===== src/rtl/bus_cycle_controller_pkg.sv =====
// -----------------------------------------------------------------------------
// bus_cycle_controller_pkg
//   Shared definitions for the k30p CPU bus-cycle terminator: active-low signal
//   levels, DSACK port-size codes, the CPU-space function code and the
//   controller FSM / termination-mode encodings.
//   No ports (package).
// -----------------------------------------------------------------------------
package bus_cycle_controller_pkg;

    // Levels for the active-low bus strobes (AS, DSACK, BERR, selects).
    localparam logic ACTIVE   = 1'b0;
    localparam logic INACTIVE = 1'b1;

    // DSACK[1:0] active-low port-size codes.
    localparam logic [1:0] DSACK_32   = 2'b00;
    localparam logic [1:0] DSACK_16   = 2'b01;
    localparam logic [1:0] DSACK_8    = 2'b10;
    localparam logic [1:0] DSACK_NONE = 2'b11;

    // Function code of a CPU-space (interrupt acknowledge) cycle.
    localparam logic [2:0] FC_CPU_SPACE = 3'b111;

    typedef enum logic [2:0] {
        ST_IDLE  = 3'd0,
        ST_WAIT  = 3'd1,
        ST_ACK   = 3'd2,
        ST_BERR  = 3'd3,
        ST_DRAIN = 3'd4
    } state_e;

    // Who terminates the cycle currently in WAIT.
    typedef enum logic [1:0] {
        MODE_LOCAL = 2'd0,   // wait-state counter, programmed port size
        MODE_EXT   = 2'd1,   // ext_dsack / ext_berr
        MODE_NONE  = 2'd2    // CPU-space cycle, only the watchdog can end it here
    } mode_e;

endpackage


===== src/rtl/bus_cycle_controller_sync_chain.sv =====
// -----------------------------------------------------------------------------
// sync_chain
//   WIDTH-bit flop synchroniser, STAGES flops deep (STAGES >= 1). Every stage
//   resets to all-ones, the idle level of the active-low strobes it carries.
//   Ports:
//     clock  in   1      system clock
//     reset  in   1      synchronous, active-high
//     d_i    in   WIDTH  asynchronous inputs
//     q_o    out  WIDTH  inputs delayed by STAGES clocks
// -----------------------------------------------------------------------------
module sync_chain #(
    parameter int unsigned WIDTH  = 1,
    parameter int unsigned STAGES = 2
) (
    input  logic             clock,
    input  logic             reset,
    input  logic [WIDTH-1:0] d_i,
    output logic [WIDTH-1:0] q_o
);

    logic [WIDTH-1:0] stage_q [STAGES];

    always_ff @(posedge clock) begin
        if (reset) begin
            // NOTE: this small array is reset on purpose: a stale low left in
            // the chain would look like a real strobe right after reset.
            for (int i = 0; i < int'(STAGES); i++) begin
                stage_q[i] <= '1;
            end
        end else begin
            // NOTE: non-blocking assignments make every stage take the value
            // its neighbour had before the edge, so the chain shifts by one.
            stage_q[0] <= d_i;
            for (int i = 1; i < int'(STAGES); i++) begin
                stage_q[i] <= stage_q[i-1];
            end
        end
    end

    assign q_o = stage_q[STAGES-1];

endmodule


===== src/rtl/bus_cycle_controller.sv =====
// -----------------------------------------------------------------------------
// bus_cycle_controller
//   CPU bus-cycle terminator. For every address-strobe cycle it picks the
//   lowest-index active region select and terminates the cycle with a
//   programmed wait-state count and port size, defers to external (VME)
//   termination, or raises BERR. A watchdog raises BERR on cycles that never
//   terminate. All outputs are registered.
//   Ports:
//     clock           in   1            system clock (undivided board clock)
//     reset           in   1            synchronous, active-high
//     cpu_as          in   1            address strobe, active-low
//     cpu_fc          in   3            function code
//     region_request  in   NUM_REGIONS  decoded selects, active-low, bit 0 wins
//     ext_dsack       in   2            external DSACK, active-low code
//     ext_berr        in   1            external bus error, active-low
//     cpu_dsack_out   out  2            DSACK request, active-low
//     cpu_berr_out    out  1            BERR request, active-low
//     cycle_active    out  1            FSM is outside IDLE
//     timeout_pulse   out  1            one-clock pulse when the watchdog fires
// -----------------------------------------------------------------------------
module bus_cycle_controller
    import bus_cycle_controller_pkg::*;
#(
    parameter int unsigned                NUM_REGIONS    = 4,
    parameter logic [4*NUM_REGIONS-1:0]   WAIT_STATES    = '0,
    parameter logic [2*NUM_REGIONS-1:0]   PORT_SIZE      = '0,
    parameter logic [NUM_REGIONS-1:0]     EXT_MASK       = '0,
    parameter int unsigned                TIMEOUT_CYCLES = 256,
    parameter int unsigned                SYNC_STAGES    = 2
) (
    input  logic                   clock,
    input  logic                   reset,
    input  logic                   cpu_as,
    input  logic [2:0]             cpu_fc,
    input  logic [NUM_REGIONS-1:0] region_request,
    input  logic [1:0]             ext_dsack,
    input  logic                   ext_berr,
    output logic [1:0]             cpu_dsack_out,
    output logic                   cpu_berr_out,
    output logic                   cycle_active,
    output logic                   timeout_pulse
);

    localparam bit              WD_EN   = (TIMEOUT_CYCLES != 0);
    localparam int unsigned     TW      = WD_EN ? $clog2(TIMEOUT_CYCLES + 1) : 1;
    localparam logic [TW-1:0]   TC_LAST = WD_EN ? TW'(TIMEOUT_CYCLES - 1) : '0;
    localparam logic [TW-1:0]   TC_MAX  = TW'(TIMEOUT_CYCLES);

    // ---------------------------------------------------------------- inputs
    logic [3:0] sync_q;
    logic       as_s;
    logic [1:0] ext_dsack_s;
    logic       ext_berr_s;

    sync_chain #(
        .WIDTH  (4),
        .STAGES (SYNC_STAGES)
    ) u_sync (
        .clock (clock),
        .reset (reset),
        .d_i   ({cpu_as, ext_dsack, ext_berr}),
        .q_o   (sync_q)
    );

    assign {as_s, ext_dsack_s, ext_berr_s} = sync_q;

    // A cycle already running when reset was applied must not be acked. arm_q
    // remembers that AS was low at reset; each raw AS sample belonging to that
    // old cycle is tagged and the tag travels alongside as_s, so IDLE can tell
    // a stale strobe from a new one however the timing falls.
    logic                   arm_q;
    logic [SYNC_STAGES-1:0] stale_q;
    logic                   stale_s;

    always_ff @(posedge clock) begin
        if (reset) begin
            arm_q   <= (cpu_as == ACTIVE);
            stale_q <= '0;
        end else begin
            if (cpu_as == INACTIVE) begin
                arm_q <= 1'b0;
            end
            stale_q[0] <= arm_q & (cpu_as == ACTIVE);
            for (int i = 1; i < int'(SYNC_STAGES); i++) begin
                stale_q[i] <= stale_q[i-1];
            end
        end
    end

    assign stale_s = stale_q[SYNC_STAGES-1];

    // ------------------------------------------------------ region selection
    logic       hit;
    logic       hit_ext;
    logic [3:0] hit_wait;
    logic [1:0] hit_port;

    // Walk from the highest index down so the lowest active index is last.
    always_comb begin
        hit      = 1'b0;
        hit_ext  = 1'b0;
        hit_wait = '0;
        hit_port = DSACK_NONE;
        for (int i = int'(NUM_REGIONS) - 1; i >= 0; i--) begin
            if (region_request[i] == ACTIVE) begin
                hit      = 1'b1;
                hit_ext  = EXT_MASK[i];
                hit_wait = WAIT_STATES[4*i +: 4];
                hit_port = PORT_SIZE[2*i +: 2];
            end
        end
    end

    // ------------------------------------------------------------------- FSM
    state_e        state_q,  state_d;
    mode_e         mode_q,   mode_d;
    logic [1:0]    port_q,   port_d;
    logic [3:0]    wcnt_q,   wcnt_d;
    logic [TW-1:0] tcnt_q,   tcnt_d;
    logic [1:0]    dsack_q,  dsack_d;
    logic          berr_q,   berr_d;
    logic          active_q, active_d;
    logic          pulse_q,  pulse_d;
    logic          wd_hit;

    assign wd_hit = WD_EN && (tcnt_q >= TC_LAST);

    always_comb begin
        // NOTE: every variable gets a default before the case so no path
        // leaves it unassigned, which would otherwise infer a latch.
        state_d = state_q;
        mode_d  = mode_q;
        port_d  = port_q;
        wcnt_d  = wcnt_q;
        tcnt_d  = tcnt_q;
        dsack_d = dsack_q;
        berr_d  = berr_q;
        pulse_d = 1'b0;

        unique case (state_q)
            ST_IDLE: begin
                tcnt_d  = '0;
                dsack_d = DSACK_NONE;
                berr_d  = INACTIVE;
                if (as_s == ACTIVE) begin
                    if (stale_s) begin
                        state_d = ST_DRAIN;
                    end else begin
                        // tcnt counts clocks since the strobe was seen, so the
                        // watchdog fires TIMEOUT_CYCLES clocks after as_s fell.
                        tcnt_d = TW'(1);
                        if (!hit) begin
                            if (cpu_fc == FC_CPU_SPACE) begin
                                mode_d  = MODE_NONE;
                                state_d = ST_WAIT;
                            end else begin
                                state_d = ST_BERR;
                                berr_d  = ACTIVE;
                            end
                        end else if (hit_ext) begin
                            mode_d  = MODE_EXT;
                            state_d = ST_WAIT;
                        end else begin
                            mode_d = MODE_LOCAL;
                            port_d = hit_port;
                            wcnt_d = hit_wait;
                            if (hit_wait == 4'd0) begin
                                state_d = ST_ACK;
                                dsack_d = hit_port;
                            end else begin
                                state_d = ST_WAIT;
                            end
                        end
                    end
                end
            end

            ST_WAIT: begin
                if (tcnt_q < TC_MAX) begin
                    tcnt_d = tcnt_q + 1'b1;
                end
                if (mode_q == MODE_LOCAL && wcnt_q != 4'd0) begin
                    wcnt_d = wcnt_q - 4'd1;
                end
                // Priority: abort, then any termination, then the watchdog.
                if (as_s == INACTIVE) begin
                    state_d = ST_IDLE;
                end else if (mode_q == MODE_EXT && ext_berr_s == ACTIVE) begin
                    state_d = ST_BERR;
                    berr_d  = ACTIVE;
                end else if (mode_q == MODE_EXT && ext_dsack_s != DSACK_NONE) begin
                    state_d = ST_ACK;
                    dsack_d = ext_dsack_s;
                end else if (mode_q == MODE_LOCAL && wcnt_q <= 4'd1) begin
                    state_d = ST_ACK;
                    dsack_d = port_q;
                end else if (wd_hit) begin
                    state_d = ST_BERR;
                    berr_d  = ACTIVE;
                    pulse_d = 1'b1;
                end
            end

            ST_ACK: begin
                if (as_s == INACTIVE) begin
                    state_d = ST_IDLE;
                    dsack_d = DSACK_NONE;
                end
            end

            ST_BERR: begin
                if (as_s == INACTIVE) begin
                    state_d = ST_IDLE;
                    berr_d  = INACTIVE;
                end
            end

            ST_DRAIN: begin
                if (as_s == INACTIVE) begin
                    state_d = ST_IDLE;
                end
            end

            default: begin
                state_d = ST_IDLE;
                dsack_d = DSACK_NONE;
                berr_d  = INACTIVE;
            end
        endcase

        active_d = (state_d != ST_IDLE);
    end

    always_ff @(posedge clock) begin
        if (reset) begin
            state_q  <= ST_IDLE;
            mode_q   <= MODE_LOCAL;
            port_q   <= DSACK_32;
            wcnt_q   <= '0;
            tcnt_q   <= '0;
            dsack_q  <= DSACK_NONE;
            berr_q   <= INACTIVE;
            active_q <= 1'b0;
            pulse_q  <= 1'b0;
        end else begin
            state_q  <= state_d;
            mode_q   <= mode_d;
            port_q   <= port_d;
            wcnt_q   <= wcnt_d;
            tcnt_q   <= tcnt_d;
            dsack_q  <= dsack_d;
            berr_q   <= berr_d;
            active_q <= active_d;
            pulse_q  <= pulse_d;
        end
    end

    assign cpu_dsack_out = dsack_q;
    assign cpu_berr_out  = berr_q;
    assign cycle_active  = active_q;
    assign timeout_pulse = pulse_q;

endmodule


===== config.mk =====
export PLATFORM = sky130hd
export DESIGN_NAME = bus_cycle_controller
export DESIGN_NICKNAME = d
export VERILOG_FILES = /design/src/rtl/bus_cycle_controller_pkg.sv /design/src/rtl/bus_cycle_controller_sync_chain.sv /design/src/rtl/bus_cycle_controller.sv
export SDC_FILE = /design/constraint.sdc
export NUM_CORES = 1
export LEC_CHECK = 0
export ABC_AREA = 1
export CAP_MARGIN = 10
export CORE_MARGIN = 3
export CORE_UTILIZATION = 58
export CTS_CLUSTER_SIZE = 30
export DETAILED_ROUTE_END_ITERATION = 7
export GPL_TIMING_DRIVEN = 0
export HOLD_SLACK_MARGIN = 0.06
export PLACE_DENSITY = 0.95
export SKIP_CTS_REPAIR_TIMING = 1
export SLEW_MARGIN = 20
export SYNTH_ARGS = -nofsm -noshare
export SYNTH_HDL_FRONTEND = slang
export SYNTH_SLANG_ARGS = --single-unit

===== constraint.sdc =====
create_clock -name clock -period 4.1 [get_ports clock]
set_input_delay 0.82 -clock clock [delete_from_list [all_inputs] [get_ports clock]]
set_output_delay 0.82 -clock clock [all_outputs]
set_load 0.02 [all_outputs]

After elaboration in Yosys (flattened, before gate mapping)
Memory sizes are Yosys's and may differ from the RTL's.
Cells that the tools add are included.
Word-level totals
  register bits after elaboration: 28
  memory bits (writable): 8
  bits of input ports: 13
  output and inout bits: 5
  memories kept: 1
Operators by class
  add/sub/neg operators: 2
  $lt $le $gt $ge: 3
  equal/unequal tests: 20
  muxes and demuxes: 58
  bitwise gates (word level): 10
  reductions and logical operators: 21
Memory list
  u_sync.stage_q: depth 2, bits a word 4, rd ports 2, clocked after memory_dff 0, write ports 2, line bus_cycle_controller_sync_chain.sv:21  | logic [WIDTH-1:0] stage_q [STAGES];
Operator list (count)
  2-bit 2-to-1 mux: 15
  3-bit 2-to-1 mux: 9
  4-bit 2-to-1 mux: 6
  1-bit 2-to-1 mux: 22
  2-bit != test, second input constant: 10
  9-bit case mux with 2 select lines: 1
  3-bit != test, second input constant: 4
  5-bit AND reduction: 2
  9-bit by 1-bit adder with 9-bit output, second input constant: 1
  9-bit by 8-bit >= comparator with 1-bit output, second input constant: 1
  9-bit less-than comparator, second input constant: 1
  9-bit 2-to-1 mux: 1
  3-bit case mux with 3 select lines: 1
  2-bit case mux with 4 select lines: 1
  4-bit case mux with 2 select lines: 1
  4-bit AND reduction: 2
  1-bit inverter: 7
  3-bit by 2-bit == test with 1-bit output, second input constant: 2
  3-bit == test, second input constant: 2
  6-bit AND reduction: 1
  2-bit nonzero test: 3
  6-bit OR reduction: 1
  4-bit by 1-bit <= comparator with 1-bit output, second input constant: 1
  1-bit logical AND: 4
  other kinds (13): 15

Logic depth before layout (Yosys ltp)
  depth in word-level cells: 9
  mapped depth: 11

Modules after synthesis
From an unflattened synthesis, not the netlist that was laid out.
Second synthesis, totals
  cell total of the unflattened synthesis: 226
  area total of the unflattened synthesis: 1645.3 sq um
By module, submodules not included
  bus_cycle_controller: instances 1, cells each 197, area an instance 1391.3 sq um
  sync_chain: instances 1, cells each 29, area an instance 254.0 sq um

Least setup slack after synthesis
No wires, ideal clock.
  path type: input -> register
  from: input port region_request[0]
  to: register wcnt_q[2]
  library setup time: 0.134 ns
  arrival: 1.406 ns
  data required time: 3.966 ns
  path slack: 2.560 ns
  cell stages on the path: 8
  buffers on the path: 0
  cells stage by stage: nand2_1 -> inv_1 -> nand2_1 -> nand3_1 -> nand2_4 -> nand2_2 -> nand2_1 -> a21oi_1
Between the ends
  word-level cells in the longest chain between the ends: 3
RTL lines
  start: declaration: line bus_cycle_controller.sv:35  | input logic [NUM_REGIONS-1:0] region_request,
  1-bit 2-to-1 mux: line bus_cycle_controller.sv:105  | if (region_request[i] == ACTIVE) begin
  2-bit != test (no line)
  5-bit AND reduction (no line)
  end signal: assignment: line bus_cycle_controller.sv:249  | wcnt_q <= wcnt_d;
  end: declaration: line bus_cycle_controller.sv:118  | logic [3:0] wcnt_q, wcnt_d;
Every way passes these cells.
A chain may end at the register's enable or synchronous reset.

==> metrics.txt <==
# TYPE chip_impl_metric gauge
chip_impl_metric{name="grt_start_max_net_pins",unit=""} 16
chip_impl_metric{name="synth_mux_area_share",unit="%"} 0
chip_impl_metric{name="max_cap_violations",unit=""} 0
chip_impl_metric{name="initialDrtViolationCount",unit=""} 43
chip_impl_metric{name="post_synthesis_simple_gate_area_fraction",unit="%"} 36.3
chip_impl_metric{name="timing.final.max_slew_violations",unit=""} 0
chip_impl_metric{name="cts_sinks",unit=""} 27
chip_impl_metric{name="core_area",unit="sq um"} 2280
chip_impl_metric{name="min_period",unit="ns"} 2.21
chip_impl_metric{name="first_global_vias",unit=""} 1188
chip_impl_metric{name="total_buffers_and_inverters_traversed_by_the_critical_path",unit=""} 2
chip_impl_metric{name="yosys.area_share.adder",unit="%"} 4.35
chip_impl_metric{name="syn-instance-count",unit=""} 199
chip_impl_metric{name="placedCellCount",unit=""} 241
chip_impl_info{name="synth_top_family_by_area",value="simple AND/OR/NAND/NOR gates"} 1
chip_impl_metric{name="leakage",unit="uW"} 0.000671
chip_impl_metric{name="synth_compound_gate_area_share",unit="%"} 12.8
chip_impl_metric{name="vias_cell",unit=""} 5.14
chip_impl_metric{name="x_dimension_of_the_die",unit="um"} 55.8
chip_impl_metric{name="drc_markers",unit=""} 0
chip_impl_metric{name="yosysWarningCount",unit=""} 0
chip_impl_metric{name="r2r_setup_slack",unit="ns"} 2.34
chip_impl_metric{name="worst_pin_slew",unit="ns"} 0.509
chip_impl_metric{name="fillers",unit=""} 178
chip_impl_metric{name="clock_tree.htree_level_count",unit=""} 1
chip_impl_info{name="clock-root-buffer",value="sky130_fd_sc_hd__clkbuf_4"} 1
chip_impl_info{name="outcome",value="finished clean"} 1
chip_impl_info{name="critical-path-top-delay-family",value="buffers and inverters"} 1
chip_impl_metric{name="groute.usage.overall",unit="%"} 19.7
chip_impl_metric{name="synthesis.area",unit="sq um"} 1440
chip_impl_metric{name="synth_cell_type_count",unit=""} 31
chip_impl_info{name="critical_path.endpoint_type",value="output pin"} 1
chip_impl_metric{name="vias",unit=""} 1260
chip_impl_metric{name="worstPathRequired",unit="ns"} 3.28
chip_impl_metric{name="cts_made_buffers",unit=""} 3
chip_impl_metric{name="final_hold_viol_count",unit=""} 0
chip_impl_metric{name="design.die.area",unit="sq um"} 3110
chip_impl_metric{name="finalClockSkew",unit="ns"} 0.00188
chip_impl_metric{name="globalRoute.totalOverflow",unit=""} 0
chip_impl_metric{name="clk_transition_reported_paths",unit="ns"} 0.14
chip_impl_metric{name="worst_ep_arrival_time",unit="ns"} 1.39
chip_impl_metric{name="critical_path_peak_fanout",unit=""} 3
chip_impl_metric{name="post-dp-hpwl",unit="um"} 2180
chip_impl_metric{name="syn-mean-instance-area",unit="sq um"} 7.22
chip_impl_metric{name="setup_viol_count_final",unit=""} 0
chip_impl_metric{name="place_area",unit="sq um"} 1610
chip_impl_metric{name="worst_path_largest_cell_delay",unit="ns"} 0.58
chip_impl_metric{name="timing.slew.headroom",unit="%"} 66.1
chip_impl_metric{name="final_layout_size_suffix_gt1_share",unit="%"} 14.7
chip_impl_metric{name="period_share",unit="%"} 54.0
chip_impl_metric{name="fin_nets",unit=""} 236
chip_impl_metric{name="worst_hold_slack",unit="ns"} 0.413
chip_impl_metric{name="antenna_found_initial",unit=""} 0
chip_impl_metric{name="area_overhead_vs_synth",unit="%"} 14.1
chip_impl_info{name="final_common_cell",value="sky130_fd_sc_hd__nand2_1"} 1
chip_impl_metric{name="core.rowCount",unit=""} 17
chip_impl_metric{name="layout_cell_area_excl_fill",unit="sq um"} 1640
chip_impl_metric{name="clk_latency_worst_skew_pair",unit="ns"} 0.32
chip_impl_info{name="grt_setup_unrepaired",value="no"} 1
chip_impl_metric{name="ir_drop",unit="mV"} 0.199
chip_impl_metric{name="dieHeight",unit="um"} 55.8
chip_impl_metric{name="route.antenna.remaining_nets",unit=""} 0
chip_impl_metric{name="clock_path_buffers",unit=""} 2
chip_impl_metric{name="initial_utilization",unit="%"} 63.2
chip_impl_metric{name="port-buffer-count",unit=""} 14
chip_impl_info{name="most-common-layout-cells",value="sky130_fd_sc_hd__nand2_1, sky130_fd_sc_hd__dfxtp_1, sky130_fd_sc_hd__nor2_1"} 1
chip_impl_metric{name="synth-xor-area-share",unit="%"} 0.609
chip_impl_metric{name="n_antenna_cell",unit=""} 0
chip_impl_info{name="timing.critical_path.slowest_stage_cell",value="sky130_fd_sc_hd__clkdlybuf4s50_1"} 1
chip_impl_metric{name="p_total",unit="uW"} 442
chip_impl_metric{name="timing.setup.tns",unit="ns"} 0
chip_impl_info{name="tritoncts",value="yes"} 1
chip_impl_metric{name="routed_wl",unit="um"} 2800
chip_impl_metric{name="maxClockFrequency",unit="GHz"} 0.452
chip_impl_metric{name="synth_seq_cells",unit=""} 27
chip_impl_metric{name="routedWlPerCell",unit="um"} 11.4
chip_impl_info{name="hold_class",value="reg -> reg"} 1
chip_impl_metric{name="gp_congestion",unit=""} 0.896
chip_impl_metric{name="number_of_iterations_in_the_first_detailed_routing_pass",unit=""} 4
chip_impl_metric{name="synth_sequential_area_ratio",unit="%"} 38.3
chip_impl_metric{name="synth.net_count",unit=""} 217
chip_impl_info{name="critical_path_cell_by_cell",value="buf_4 > clkdlybuf4s50_1"} 1
chip_impl_info{name="type_of_the_setup_path_with_the_least_slack",value="reg -> out"} 1
chip_impl_metric{name="post_layout_nonfiller_instances",unit=""} 245
chip_impl_metric{name="floorplan.io_pins",unit=""} 18
chip_impl_info{name="critPathLaunchType",value="flip-flop"} 1
chip_impl_metric{name="grt_pass1_wl",unit="um"} 5000
chip_impl_metric{name="p_per_area",unit="nW/um^2"} 270
## routing by layer
metal | part of all wire, % | GRT usage (%) | up-vias | wire [um]
met5 | 0 | 0 | - | 0
met4 | 0.75 | 5.21 | 0 | 21
met3 | 3.6 | 3.02 | 4 | 102
met2 | 49 | 34.5 | 29 | 1370
met1 | 46 | 24.9 | 557 | 1300
li1 | - | - | 670 | -
## path summary, 6_finish.rpt
path	startpoint	end	cells past startpoint
setup / recovery	cpu_dsack_out[0]	cpu_dsack_out[1]	2
hold / removal	stale_q[0]	stale_q[1]	2
setup reg to reg	tcnt_q[0]	cpu_berr_out	11
hold reg to reg	stale_q[0]	stale_q[1]	2
## sequential cells by signal, indices dropped and copies added, names as in the netlist
register        flops
cpu_berr_out        1
stale_q             2
port_q              1
tcnt_q              9
state_q             3
cycle_active        1
arm_q               1
mode_q              1
wcnt_q              4
cpu_dsack_out       1
timeout_pulse       1
u_sync.stage_q      2
## logic make-up after synthesis
kind of cell	count (synthesis)
compound gates	31
xor+xnor	1
fa+ha+maj	5
buf+inv	28
flops	27
simple gates	107
## tightest hold or removal path, stage by stage (launching register included)
cell	delay [ns]
sky130_fd_sc_hd__dfxtp_1	0.32
sky130_fd_sc_hd__inv_1	0.04
sky130_fd_sc_hd__nor2_1	0.03
## Yosys cell counts
| master | n | area (sq um) |
|---|---|---|
| sky130_fd_sc_hd__buf_4 | 1 | 7.51 |
| sky130_fd_sc_hd__nor2_1 | 24 | 90.1 |
| sky130_fd_sc_hd__nor3_1 | 1 | 5.00 |
| sky130_fd_sc_hd__nand2_4 | 3 | 33.8 |
| sky130_fd_sc_hd__nand3_1 | 16 | 80.1 |
| sky130_fd_sc_hd__nor3b_2 | 1 | 12.5 |
| sky130_fd_sc_hd__a211oi_1 | 1 | 7.51 |
| sky130_fd_sc_hd__nor2_4 | 3 | 33.8 |
| sky130_fd_sc_hd__dfxtp_1 | 26 | 521 |
| sky130_fd_sc_hd__nand4_1 | 1 | 6.26 |
| sky130_fd_sc_hd__o21ai_0 | 9 | 45.0 |
| sky130_fd_sc_hd__nand2_2 | 5 | 31.3 |
| sky130_fd_sc_hd__ha_1 | 5 | 62.6 |
| sky130_fd_sc_hd__inv_1 | 20 | 75.1 |
| sky130_fd_sc_hd__o21a_1 | 1 | 7.51 |
| sky130_fd_sc_hd__nor2_2 | 3 | 18.8 |
| sky130_fd_sc_hd__a2111oi_0 | 1 | 8.76 |
| sky130_fd_sc_hd__nand2_1 | 42 | 158 |
| sky130_fd_sc_hd__clkinv_2 | 1 | 5.00 |
| sky130_fd_sc_hd__or2_2 | 4 | 25.0 |
| sky130_fd_sc_hd__a21oi_1 | 16 | 80.1 |
| sky130_fd_sc_hd__a21oi_4 | 1 | 16.3 |
| sky130_fd_sc_hd__xnor2_1 | 1 | 8.76 |
| sky130_fd_sc_hd__a21oi_2 | 1 | 8.76 |
| sky130_fd_sc_hd__inv_2 | 5 | 18.8 |
| sky130_fd_sc_hd__o21ba_1 | 1 | 10.0 |
| sky130_fd_sc_hd__nor3b_1 | 2 | 15.0 |
| sky130_fd_sc_hd__or2_1 | 1 | 6.26 |
| sky130_fd_sc_hd__edfxtp_1 | 1 | 30.0 |
| sky130_fd_sc_hd__nor4_1 | 1 | 6.26 |
| sky130_fd_sc_hd__clkbuf_1 | 1 | 3.75 |
## area by class of cell
cell class	instances	area, sq um	share of cell area (%)
clock buffer	3	22.5	1.37
clock inverter	1	5.00	0.305
timing repair buffer	14	140	8.54
tap	28	35.0	2.14
sequential	27	551	33.6
inverter	26	98.8	6.03
buffer	2	11.3	0.687
multi-input combinational	144	777	47.4
## metrics by stage
stage / utilization [%] / setup slack (ns)
CTS: 72.1 / 1.88
detailed placement: 70.9 / 1.94
finish: 72.1 / 1.89
floorplan: - / 2.56
global route: 72.1 / 1.80
global placement: 70.9 / 1.96
## report_power, final
part | total [uW] | internal (uW) | switching, uW
registers | 274 | 270 | 3.92
logic | 57.0 | 25.4 | 31.6
clock network | 111 | 36.5 | 74.9
total | 442 | 332 | 110
(Power assumes the default switching activity.)
